## config.mk

```make
export PLATFORM = sky130hd
export DESIGN_NAME = line_buf_sched
export DESIGN_NICKNAME = d
export VERILOG_FILES = /design/src/rtl/line_buf_sched.sv
export SDC_FILE = /design/constraint.sdc
export NUM_CORES = 1
export LEC_CHECK = 0
export ABC_AREA = 1
export CAP_MARGIN = 15
export CORE_MARGIN = 2
export CORE_UTILIZATION = 59
export CTS_BUF_LIST = sky130_fd_sc_hd__clkbuf_8
export DETAILED_ROUTE_END_ITERATION = 6
export GPL_ROUTABILITY_DRIVEN = 0
export GPL_TIMING_DRIVEN = 0
export PLACE_DENSITY = 0.8
export SLEW_MARGIN = 10
export SYNTH_ARGS = -nofsm -noshare
export SYNTH_HDL_FRONTEND = slang
export SYNTH_SLANG_ARGS = --single-unit
```

## constraint.sdc

```tcl
create_clock -name clk_i -period 2.9 [get_ports clk_i]
set_clock_uncertainty 0.2 [all_clocks]
set_input_delay 0.29 -clock clk_i [delete_from_list [all_inputs] [get_ports clk_i]]
set_output_delay 0.29 -clock clk_i [all_outputs]
set_load 0.02 [all_outputs]
```

## src/rtl/line_buf_sched.sv

```systemverilog
// Sequencer for the ring of WIN_SIZE+1 line buffers feeding the sliding-window datapath:
// tracks write/read pointers and occupancy, issues window pops, line flushes and frame close-out.
module line_buf_sched #(
  parameter int WIN_SIZE   = 5,
  parameter int LINE_CNT_W = 11
) (
  input  logic                          clk_i,
  input  logic                          rst_i,
  input  logic                          sof_i,
  input  logic                          wr_eol_i,
  input  logic                          rd_eol_i,
  input  logic [WIN_SIZE:0]             buf_unread_i,
  input  logic [LINE_CNT_W-1:0]         frame_lines_i,
  output logic [WIN_SIZE:0]             wr_sel_o,
  output logic                          wr_stall_o,
  output logic [$clog2(WIN_SIZE+1)-1:0] rd_base_o,
  output logic                          rd_start_o,
  output logic [WIN_SIZE:0]             flush_o,
  output logic                          frame_done_o,
  output logic [1:0]                    state_o
);

  localparam int NBUF  = WIN_SIZE + 1;
  localparam int PTR_W = $clog2(NBUF);
  localparam int OCC_W = $clog2(NBUF + 1);

  localparam logic [NBUF-1:0]       SEL0         = {{(NBUF-1){1'b0}}, 1'b1};
  localparam logic [NBUF-1:0]       FLUSH_ALL    = {NBUF{1'b1}};
  localparam logic [NBUF-1:0]       WIN_MASK     = {1'b0, {WIN_SIZE{1'b1}}};
  localparam logic [PTR_W-1:0]      PTR_LAST     = PTR_W'(NBUF - 1);
  localparam logic [OCC_W-1:0]      OCC_FULL     = OCC_W'(NBUF);
  localparam logic [OCC_W-1:0]      OCC_WIN      = OCC_W'(WIN_SIZE);
  localparam logic [LINE_CNT_W-1:0] LINES_ONE    = LINE_CNT_W'(1);
  localparam logic [LINE_CNT_W-1:0] LINES_WIN    = LINE_CNT_W'(WIN_SIZE);
  localparam logic [LINE_CNT_W-1:0] LINES_WIN_M1 = LINE_CNT_W'(WIN_SIZE - 1);

  typedef enum logic [1:0] {
    IDLE = 2'd0,
    FILL = 2'd1,
    READ = 2'd2
  } state_t;

  function automatic logic [PTR_W-1:0] ptr_inc(input logic [PTR_W-1:0] p);
    return (p == PTR_LAST) ? {PTR_W{1'b0}} : p + PTR_W'(1);
  endfunction

  state_t                  state_r, state_nxt_s;
  logic [PTR_W-1:0]        wr_ptr_r, wr_ptr_nxt_s;
  logic [PTR_W-1:0]        rd_base_r, rd_base_nxt_s;
  logic [OCC_W-1:0]        occ_r, occ_nxt_s;
  logic [LINE_CNT_W-1:0]   wr_lines_r, wr_lines_nxt_s;
  logic [LINE_CNT_W-1:0]   win_cnt_r, win_cnt_nxt_s;
  logic [LINE_CNT_W-1:0]   frame_lines_r, frame_lines_nxt_s;
  logic                    rd_start_r, rd_start_nxt_s;
  logic [NBUF-1:0]         flush_r, flush_nxt_s;
  logic                    frame_done_r, frame_done_nxt_s;

  logic                    wr_stall_s;
  logic                    wr_acc_s;
  logic [2*NBUF-1:0]       win_dbl_s;
  logic [NBUF-1:0]         win_ring_s;
  logic                    win_ok_s;
  logic                    short_s;
  logic                    last_win_s;
  logic [LINE_CNT_W-1:0]   wr_lines_inc_s;

  assign wr_stall_s     = (occ_r == OCC_FULL);
  assign wr_acc_s       = wr_eol_i & ~wr_stall_s & (state_r != IDLE) & (wr_lines_r < frame_lines_r);
  // Rotate the window mask onto the ring so wrap-around windows are handled without a mod
  assign win_dbl_s      = {{NBUF{1'b0}}, WIN_MASK} << rd_base_r;
  assign win_ring_s     = win_dbl_s[NBUF-1:0] | win_dbl_s[2*NBUF-1:NBUF];
  assign win_ok_s       = &(buf_unread_i | ~win_ring_s);
  assign short_s        = (frame_lines_r < LINES_WIN);
  assign last_win_s     = ((win_cnt_r + LINES_ONE) == (frame_lines_r - LINES_WIN_M1));
  assign wr_lines_inc_s = wr_lines_r + LINES_ONE;

  // Next-state and pulse decode; sof_i overrides everything else
  always_comb begin
    state_nxt_s       = state_r;
    wr_ptr_nxt_s      = wr_ptr_r;
    rd_base_nxt_s     = rd_base_r;
    occ_nxt_s         = occ_r;
    wr_lines_nxt_s    = wr_lines_r;
    win_cnt_nxt_s     = win_cnt_r;
    frame_lines_nxt_s = frame_lines_r;
    rd_start_nxt_s    = 1'b0;
    flush_nxt_s       = {NBUF{1'b0}};
    frame_done_nxt_s  = 1'b0;
    if (sof_i) begin
      frame_lines_nxt_s = frame_lines_i;
      wr_ptr_nxt_s      = {PTR_W{1'b0}};
      rd_base_nxt_s     = {PTR_W{1'b0}};
      occ_nxt_s         = {OCC_W{1'b0}};
      wr_lines_nxt_s    = {LINE_CNT_W{1'b0}};
      win_cnt_nxt_s     = {LINE_CNT_W{1'b0}};
      flush_nxt_s       = (state_r != IDLE) ? FLUSH_ALL : {NBUF{1'b0}};
      state_nxt_s       = FILL;
      if (frame_lines_i == {LINE_CNT_W{1'b0}}) begin
        state_nxt_s      = IDLE;
        frame_done_nxt_s = 1'b1;
      end else if (wr_eol_i) begin
        wr_ptr_nxt_s   = ptr_inc({PTR_W{1'b0}});
        occ_nxt_s      = OCC_W'(1);
        wr_lines_nxt_s = LINES_ONE;
        // A one-line frame shorter than the window is complete already
        if ((frame_lines_i < LINES_WIN) && (frame_lines_i == LINES_ONE)) begin
          state_nxt_s      = IDLE;
          flush_nxt_s      = FLUSH_ALL;
          occ_nxt_s        = {OCC_W{1'b0}};
          frame_done_nxt_s = 1'b1;
        end else begin
          state_nxt_s = FILL;
        end
      end else begin
        state_nxt_s = FILL;
      end
    end else begin
      if (wr_acc_s) begin
        wr_ptr_nxt_s   = ptr_inc(wr_ptr_r);
        occ_nxt_s      = occ_r + OCC_W'(1);
        wr_lines_nxt_s = wr_lines_inc_s;
      end else begin
        wr_ptr_nxt_s   = wr_ptr_r;
      end
      case (state_r)
        IDLE: state_nxt_s = IDLE;
        FILL: begin
          if (short_s && wr_acc_s && (wr_lines_inc_s == frame_lines_r)) begin
            state_nxt_s      = IDLE;
            flush_nxt_s      = FLUSH_ALL;
            occ_nxt_s        = {OCC_W{1'b0}};
            frame_done_nxt_s = 1'b1;
          end else if ((occ_r >= OCC_WIN) && win_ok_s) begin
            state_nxt_s    = READ;
            rd_start_nxt_s = 1'b1;
          end else begin
            state_nxt_s = FILL;
          end
        end
        READ: begin
          if (rd_eol_i) begin
            flush_nxt_s   = SEL0 << rd_base_r;
            rd_base_nxt_s = ptr_inc(rd_base_r);
            occ_nxt_s     = wr_acc_s ? occ_r : occ_r - OCC_W'(1);
            win_cnt_nxt_s = win_cnt_r + LINES_ONE;
            if (last_win_s) begin
              state_nxt_s      = IDLE;
              flush_nxt_s      = FLUSH_ALL;
              occ_nxt_s        = {OCC_W{1'b0}};
              frame_done_nxt_s = 1'b1;
            end else begin
              state_nxt_s = FILL;
            end
          end else begin
            state_nxt_s = READ;
          end
        end
        default: state_nxt_s = IDLE;
      endcase
    end
  end

  // State and registered-pulse update with synchronous reset
  always_ff @(posedge clk_i) begin
    if (rst_i) begin
      state_r       <= IDLE;
      wr_ptr_r      <= {PTR_W{1'b0}};
      rd_base_r     <= {PTR_W{1'b0}};
      occ_r         <= {OCC_W{1'b0}};
      wr_lines_r    <= {LINE_CNT_W{1'b0}};
      win_cnt_r     <= {LINE_CNT_W{1'b0}};
      frame_lines_r <= {LINE_CNT_W{1'b0}};
      rd_start_r    <= 1'b0;
      flush_r       <= {NBUF{1'b0}};
      frame_done_r  <= 1'b0;
    end else begin
      state_r       <= state_nxt_s;
      wr_ptr_r      <= wr_ptr_nxt_s;
      rd_base_r     <= rd_base_nxt_s;
      occ_r         <= occ_nxt_s;
      wr_lines_r    <= wr_lines_nxt_s;
      win_cnt_r     <= win_cnt_nxt_s;
      frame_lines_r <= frame_lines_nxt_s;
      rd_start_r    <= rd_start_nxt_s;
      flush_r       <= flush_nxt_s;
      frame_done_r  <= frame_done_nxt_s;
    end
  end

  assign wr_sel_o     = SEL0 << wr_ptr_r;
  assign wr_stall_o   = wr_stall_s;
  assign rd_base_o    = rd_base_r;
  assign rd_start_o   = rd_start_r;
  assign flush_o      = flush_r;
  assign frame_done_o = frame_done_r;
  assign state_o      = state_r;

endmodule
```

==> flow_summary_export.csv, run 1 <==
group,metric,value,unit
status,outcome,"completed",
clock_network,clk-insertion-delay-late,310,ps
clock_network,ctsHoldBuffers,0,
worst_setup_path,worst_setup_path_end_kind,"register",
clock_network,cts.sinks,52,
grt,grt_max_degree,15,
placed_design,dp.final_hpwl,7830,µm
synthesis,async_reset_ff_share,0,%
sta,worst_pin_slew,525,ps
die,coreArea,0.00631,mm²
placed_design,port_buffers,41,
clock_network,numCtsBuffers,5,
die,die-area,0.00717,mm²
synthesis,syn_inst,607,
worst_setup_path,cpPeakStageDelay,470,ps
hold_path,hp-class,"reg2reg",
die,initial_core_util,60.8,%
clock_network,path_clk_slew,90,ps
synthesis,ys.flop_type,"dfxtp_1",
clock_network,clock-root-buffer,"clkbuf_8",
cells_and_area,finalInstanceArea,0.00443,mm²
power,power_leakage,0.00194,µW
placed_design,place_area,0.00435,mm²
cells_and_area,final_cell_count_no_fill,733,
sta,max_freq,0.388,GHz
cells_and_area,nets,703,
sta,maxSlewHeadroom,64.6,%
detailed_routing,vias,4032,
worst_setup_path,critPathSlowestCell,"dfxtp_1",
worst_setup_path,critPathArrivalTime,2580,ps
detailed_routing,wl_per_cell,13.4,µm
synthesis,synth_cell_types,35,
worst_setup_path,cpMostUsedCell,"nand2_1",
worst_setup_path,cp_top_family,"simple AND/OR/NAND/NOR gates",
synthesis,synth_top_cell_area_share,27.1,%
sta,setup_viol,0,
sta,setup_tns,0,ps
grt,grt_pass1_vias,3588,
cells_and_area,area_delta_synth_final,15.4,%
cells_and_area,drive_gt1_share,7.32,%
placed_design,placed_cells,725,
power,p_per_area,328,mW/mm²
die,die_w,84.7,µm
detailed_routing,vias_per_cell,5.50,
synthesis,synthesis.nets,654,
synthesis,syn_avg_cell_area,6.33,µm²
clock_network,cts_tree,"yes",
worst_setup_path,crit_fanout,6,
synthesis,synth-seq-cells,52,
sta,period_needed,2580,ps
sta,slew_violations,0,
die,dieHeight,84.7,µm
worst_setup_path,start_kind,"register",
synthesis,yosys-top-cells-area,"dfxtp_1 (27%), nand2_1 (16%), ha_1 (8.1%)",
detailed_routing,drcViolationCount,0,
worst_setup_path,r2r_start,"occ_r[0]",
synthesis,yosys_warnings,0,
synthesis,ys_top_cells_by_count,"nand2_1 (167), inv_1 (75), nor2_1 (55)",
grt,grtUsageTotal,27.7,%
detailed_routing,first_pass_iters,5,
worst_setup_path,startpoint,"occ_r[0]",
grt,grt_overflow,0,
worst_setup_path,crit_buf_inv,2,
synthesis,ys_seq_area_share,27.1,%
cells_and_area,diodes,0,
power,vdd_drop_max,0.210,mV
synthesis,synth_top_area_cell,"dfxtp_1",
detailed_routing,drtIter0Drc,267,
worst_setup_path,worstPathCellList,"inv_1 -> ha_1 -> nand2_1 -> inv_1 -> nor3_1 -> nand4_1 -> nor3_2 -> nand2_1 -> nand2_1 -> nand2_1 -> nand2_1 -> nand2_1 -> nand2_1 -> a21oi_2",
clock_network,h-tree-depth,2,
hold_path,min_from,"win_cnt_r[1]",
detailed_routing,antenna_left,0,
synthesis,yosysMostFrequentCell,"nand2_1",
clock_network,cts_buffer_depth,2,
grt,grt_pass1_wl,16400,µm
die,rows,29,
die,ios,42,
cells_and_area,nFillCells,575,
worst_setup_path,crit_type,"reg2reg",
worst_setup_path,critPathRequiredTime,2900,ps
detailed_routing,wirelength,9830,µm
sta,finalHoldViolCount,0,
sta,rsz0062_at_grt,"no",
grt,antenna_found_initial,0,
flow_run,max-cap-violations,0,
synthesis,synth_edf_count,0,
sta,fin_crit_sh,88.9,%
synthesis,syn_area,0.00384,mm²
## power by group
part	internal [µW]	switching, µW	leakage (µW)	total [µW]
clock	162	246	0.0000452	407
combinational	115	177	0.00147	292
sequential	732	22.3	0.000423	754
## worst reg2reg max path, delay by kind of cell (launching register included)
family / cells / cell delay, ps
adders and majority gates: 1 / 220
DFF: 1 / 470
and+or+nand+nor: 10 / 1340
buffers and inverters: 2 / 180
AOI/OAI and AO/OA: 1 / 50
## kinds of logic (layout without fill, tap and decap cells)
| group | count (synthesis) | count (layout) | synth area share [%] |
|---|---|---|---|
| compound gates | 98 | 98 | 13.9 |
| buf+inv | 95 | 144 | 9.48 |
| simple gates | 324 | 324 | 38.0 |
| fa+ha+maj | 25 | 25 | 8.14 |
| xor+xnor | 13 | 13 | 3.35 |
| flops | 52 | 52 | 27.1 |
## metrics by stage
stage / hold slack [ps] / utilization (%) / setup slack (ps) / total power [µW]
after floorplan: 152 / - / 646 / 956
after global placement: 303 / 68.9 / 235 / 1050
after detailed placement: 314 / 68.9 / 211 / 1060
after CTS: 328 / 70.1 / 197 / 1460
after global routing: 355 / 70.2 / 32.5 / 1530
final: 330 / 70.2 / 321 / 1450
## path summary, 6_finish.rpt
kind,endpoint,cells past startpoint,slack [ps]
max,occ_r[2],14,320
min,win_cnt_r[1],2,330
max reg2reg,occ_r[2],14,320
min reg2reg,win_cnt_r[1],2,330
## routing by layer
metal	GRT usage [%]	up-vias	share of wire, %
met2	45.3	139	45
met4	5.63	0	1.2
met3	4.13	11	6.9
met5	0	-	0
li1	-	2068	-
met1	39.1	1814	47
## layout make-up
type                       instances  area [µm²]  share of cell area (%)
tap                               77        96.3                    2.17
clock buffer                       5        68.8                    1.55
buffer                            15        62.6                    1.41
inverter                          80         302                    6.80
multi-input combinational        460        2440                    55.0
timing repair buffer              42         418                    9.43
sequential                        52        1040                    23.5
clock inverter                     2        8.76                   0.198
## what timing repair did
action                                  4_1_cts  5_1_grt
resized for setup                             0        0
endpoints found under the setup margin        0       13
setup buffers                                 0        1
## cell usage in the layout, fill, tap and decap left out, types with 2 or more instances in the layout
master,netlist,routed
o211ai_1,5,5
inv_2,4,4
ha_1,25,25
clkinv_2,1,2
nor4_1,2,2
inv_1,75,76
nand3_1,44,44
xnor2_1,4,4
dfxtp_1,52,52
nand4_1,16,16
clkbuf_8,0,5
nor3_1,10,10
nor3_2,2,2
o21ai_0,29,29
a21oi_1,46,46
buf_1,2,2
a21o_1,2,2
clkdlybuf4s50_1,0,41
nor2_1,55,55
xor2_2,2,2
nand3_2,3,3
nand2_2,9,9
a211oi_1,2,2
a21oi_2,3,3
clkbuf_1,8,8
nor2_2,5,5
nor2_4,5,5
buf_2,5,5
o21bai_1,4,4
o21ai_1,6,6
xor2_1,7,7
nand2_1,167,167
nand3b_1,3,3
## flip-flops by register name, indices dropped and copies added, names as in the netlist
signal         count
frame_lines_r     11
wr_ptr_r           3
rd_start_o         1
frame_done_o       1
rd_base_o          3
state_o            2
win_cnt_r         11
flush_o            6
wr_lines_r        11
occ_r              3
No activity file was read; power rests on OpenSTA's default activity.
==> run 2, diff against run 1 <==
CTS_CLUSTER_SIZE = 16   (was default)
==> results of run 2 <==
Final layout, timing and power as in run 1 (identical DEF).
==> run 3, diff against run 2 <==
ABC_AREA = default   (was 1)
==> run 3 against run 2 <==
  * The flow now finishes with violations (setup timing)
  * Global-route usage grew 1.3 points
  * Combinational power grew 17%
  * Fmax shrank 11%
  * Die area shrank 5.2%
  * First-iteration DRC count shrank 7.5%
  * Worst hold slack lost 8.8 ps
  * Clock-buffer cell count grew 1
  * Final area grew 3.8%
  * Synthesized area shrank 5.4%
  * Largest cell class unchanged
  * Largest power group unchanged
==> flow_summary_export.csv, run 3 <==
group,metric,value,unit
grt,grt_pass1_wl,15100,µm
die,dieHeight,82.5,µm
grt,grtUsageTotal,29.0,%
clock_network,ctsHoldBuffers,0,
clock_network,clk-insertion-delay-late,320,ps
synthesis,yosys_warnings,0,
status,violations,"setup timing",
detailed_routing,antenna_left,0,
grt,grt_max_degree,16,
cells_and_area,layout_common_cells,"nor2_1 (47), clkdlybuf4s50_1 (41), dfxtp_1 (39)",
sta,setup_viol,1,
synthesis,async_reset_ff_share,0,%
power,vdd_drop_max,0.243,mV
power,p_per_area,333,mW/mm²
grt,grt_overflow,0,
grt,antenna_found_initial,0,
worst_setup_path,critPathRequiredTime,2900,ps
die,rows,28,
synthesis,syn_inst,456,
synthesis,syn_area,0.00363,mm²
grt,use_met2,50.2,%
synthesis,synth_edf_count,0,
placed_design,dp.final_hpwl,7120,µm
grt,use_met3,3.26,%
die,die_w,82.5,µm
grt,grt_pass1_vias,3278,
flow_run,max-cap-violations,0,
placed_design,port_buffers,41,
grt,grt_busiest_layer,"met2",
worst_setup_path,start_kind,"register",
grt,met1_usage,37.3,%
cells_and_area,drive_gt1_share,16.3,%
detailed_routing,drtIter0Drc,247,
sta,fin_ws,-3.98,ps
cells_and_area,nets,566,
clock_network,cts_tree,"yes",
detailed_routing,wirelength,10200,µm
cells_and_area,area_delta_synth_final,26.6,%
worst_setup_path,crit_fanout,10,
sta,slew_violations,0,
clock_network,clock-root-buffer,"clkbuf_8",
clock_network,cts_buffer_depth,2,
sta,max_freq,0.344,GHz
cells_and_area,finalInstanceArea,0.00460,mm²
synthesis,synth-seq-cells,52,
sta,finalHoldViolCount,0,
power,design_power_total,1530,µW
hold_path,hp-class,"reg2reg",
sta,maxSlewHeadroom,54.1,%
sta,rsz0062_at_grt,"yes",
clock_network,path_clk_slew,100,ps
die,ios,42,
synthesis,ys_seq_area_share,28.7,%
synthesis,yosysMostFrequentCell,"dfxtp_1",
clock_network,numCtsBuffers,5,
synthesis,yosys-top-cells-area,"dfxtp_1 (29%), ha_1 (8.6%), xnor2_1 (6.3%)",
status,outcome,"finished, violations left",
worst_setup_path,critPathArrivalTime,2910,ps
synthesis,synth_cell_types,66,
sta,period_needed,2900,ps
cells_and_area,diodes,0,
detailed_routing,vias_per_cell,6.02,
worst_setup_path,crit_type,"reg2reg",
sta,timing.hold.ws,321,ps
cells_and_area,reg.largest.list,"frame_lines_r (11), win_cnt_r (11), wr_lines_r (11)",
synthesis,synth_top_area_cell,"dfxtp_1",
die,initial_core_util,61.4,%
detailed_routing,drcViolationCount,0,
die,die-area,0.00680,mm²
synthesis,syn_avg_cell_area,7.97,µm²
detailed_routing,vias,3580,
synthesis,ys_top_cells_by_count,"dfxtp_1 (52), nor2_1 (48), nand2_1 (36)",
placed_design,place_area,0.00414,mm²
clock_network,h-tree-depth,2,
worst_setup_path,worst_setup_path_end_kind,"register",
synthesis,synth_top_cell_area_share,28.7,%
power,power_leakage,0.00172,µW
die,coreArea,0.00592,mm²
detailed_routing,wl_per_cell,17.2,µm
placed_design,placed_cells,572,
cells_and_area,final_common_cell,"nor2_1",
cells_and_area,finish.utilization,77.7,%
sta,fin_crit_sh,100,%
detailed_routing,first_pass_iters,7,
synthesis,synthesis.nets,503,
cells_and_area,final_cell_count_no_fill,595,
clock_network,cts.sinks,52,
sta,worst_pin_slew,688,ps
synthesis,ys.flop_type,"dfxtp_1",
-- run 3: changes by cell type after synthesis, moves of 9 or more --
cell / delta
a21oi_1: -24
inv_1: -47
mux2i_1: +12
nand2_1: -131
nand2_2: -9
nand3_1: -27
o21ai_0: -14
or3_1: +9
xnor2_1: +22
xor2_1: +10
-- run 3: layer usage --
metal / part of all wire (%) / wire length [µm] / up-vias
li1: - / - / 1740
met2: 50 / 5170 / 125
met4: 1.5 / 158 / 0
met5: 0 / 0 / -
met3: 5.4 / 550 / 14
met1: 43 / 4370 / 1701
-- run 3: worst max-delay path, stage by stage (launching register included) --
cell and delay (ps):
dfxtp_4 380, inv_1 70, ha_1 180, and2_1 170
or4b_2 630, a21oi_2 170, nand2_1 140, buf_4 210
or3_4 390, a31oi_1 150, o22ai_1 90
-- run 3: path summary, 6_finish.rpt --
kind               startpoint          end  slack, ps  cells after the start
hold / removal    wr_ptr_r[2]  wr_ptr_r[2]        320                      2
setup reg to reg     occ_r[0]     occ_r[0]         -4                     10
hold reg to reg   wr_ptr_r[2]  wr_ptr_r[2]        320                      2
setup / recovery     occ_r[0]     occ_r[0]         -4                     10
-- run 3: power by group --
group / internal (µW) / total, µW / switching [µW]
combinational: 160 / 341 / 181
sequential: 726 / 748 / 21.6
clock: 191 / 445 / 253
total: 1080 / 1530 / 456
-- run 3: cells by family after synthesis --
group | share of synthesized area, %
AO/OA/AOI/OAI | 16.6
multiplexers | 3.31
adder cells (fa/ha/maj) | 8.61
XOR/XNOR | 10.4
buffers and inverters | 5.51
AND/OR/NAND/NOR | 27.0
flip-flops | 28.7
-- run 3: area by class of cell --
| type | instances | area (µm²) |
|---|---|---|
| Timing Repair Buffer | 59 | 549 |
| Sequential cell | 52 | 1080 |
| Fill cell | 417 | 1320 |
| Multi-Input combinational cell | 354 | 2580 |
| Buffer | 19 | 105 |
| Clock inverter | 2 | 10.0 |
| Tap cell | 75 | 93.8 |
| Clock buffer | 6 | 82.6 |
| Inverter | 28 | 105 |
-- run 3: what timing repair did --
action	in CTS	in global routing
gates resized for setup	25	42
setup buffers	4	14
pin swaps	6	15
setup endpoints to repair	15	14
-- run 3: stage by stage --
step	TNS [ps]	setup slack, ps
finish	-3.98	-3.98
global route	-302	-85.7
CTS	0	2.45
detailed placement	-3220	-373
global placement	-2330	-259
floorplan	0	74.6
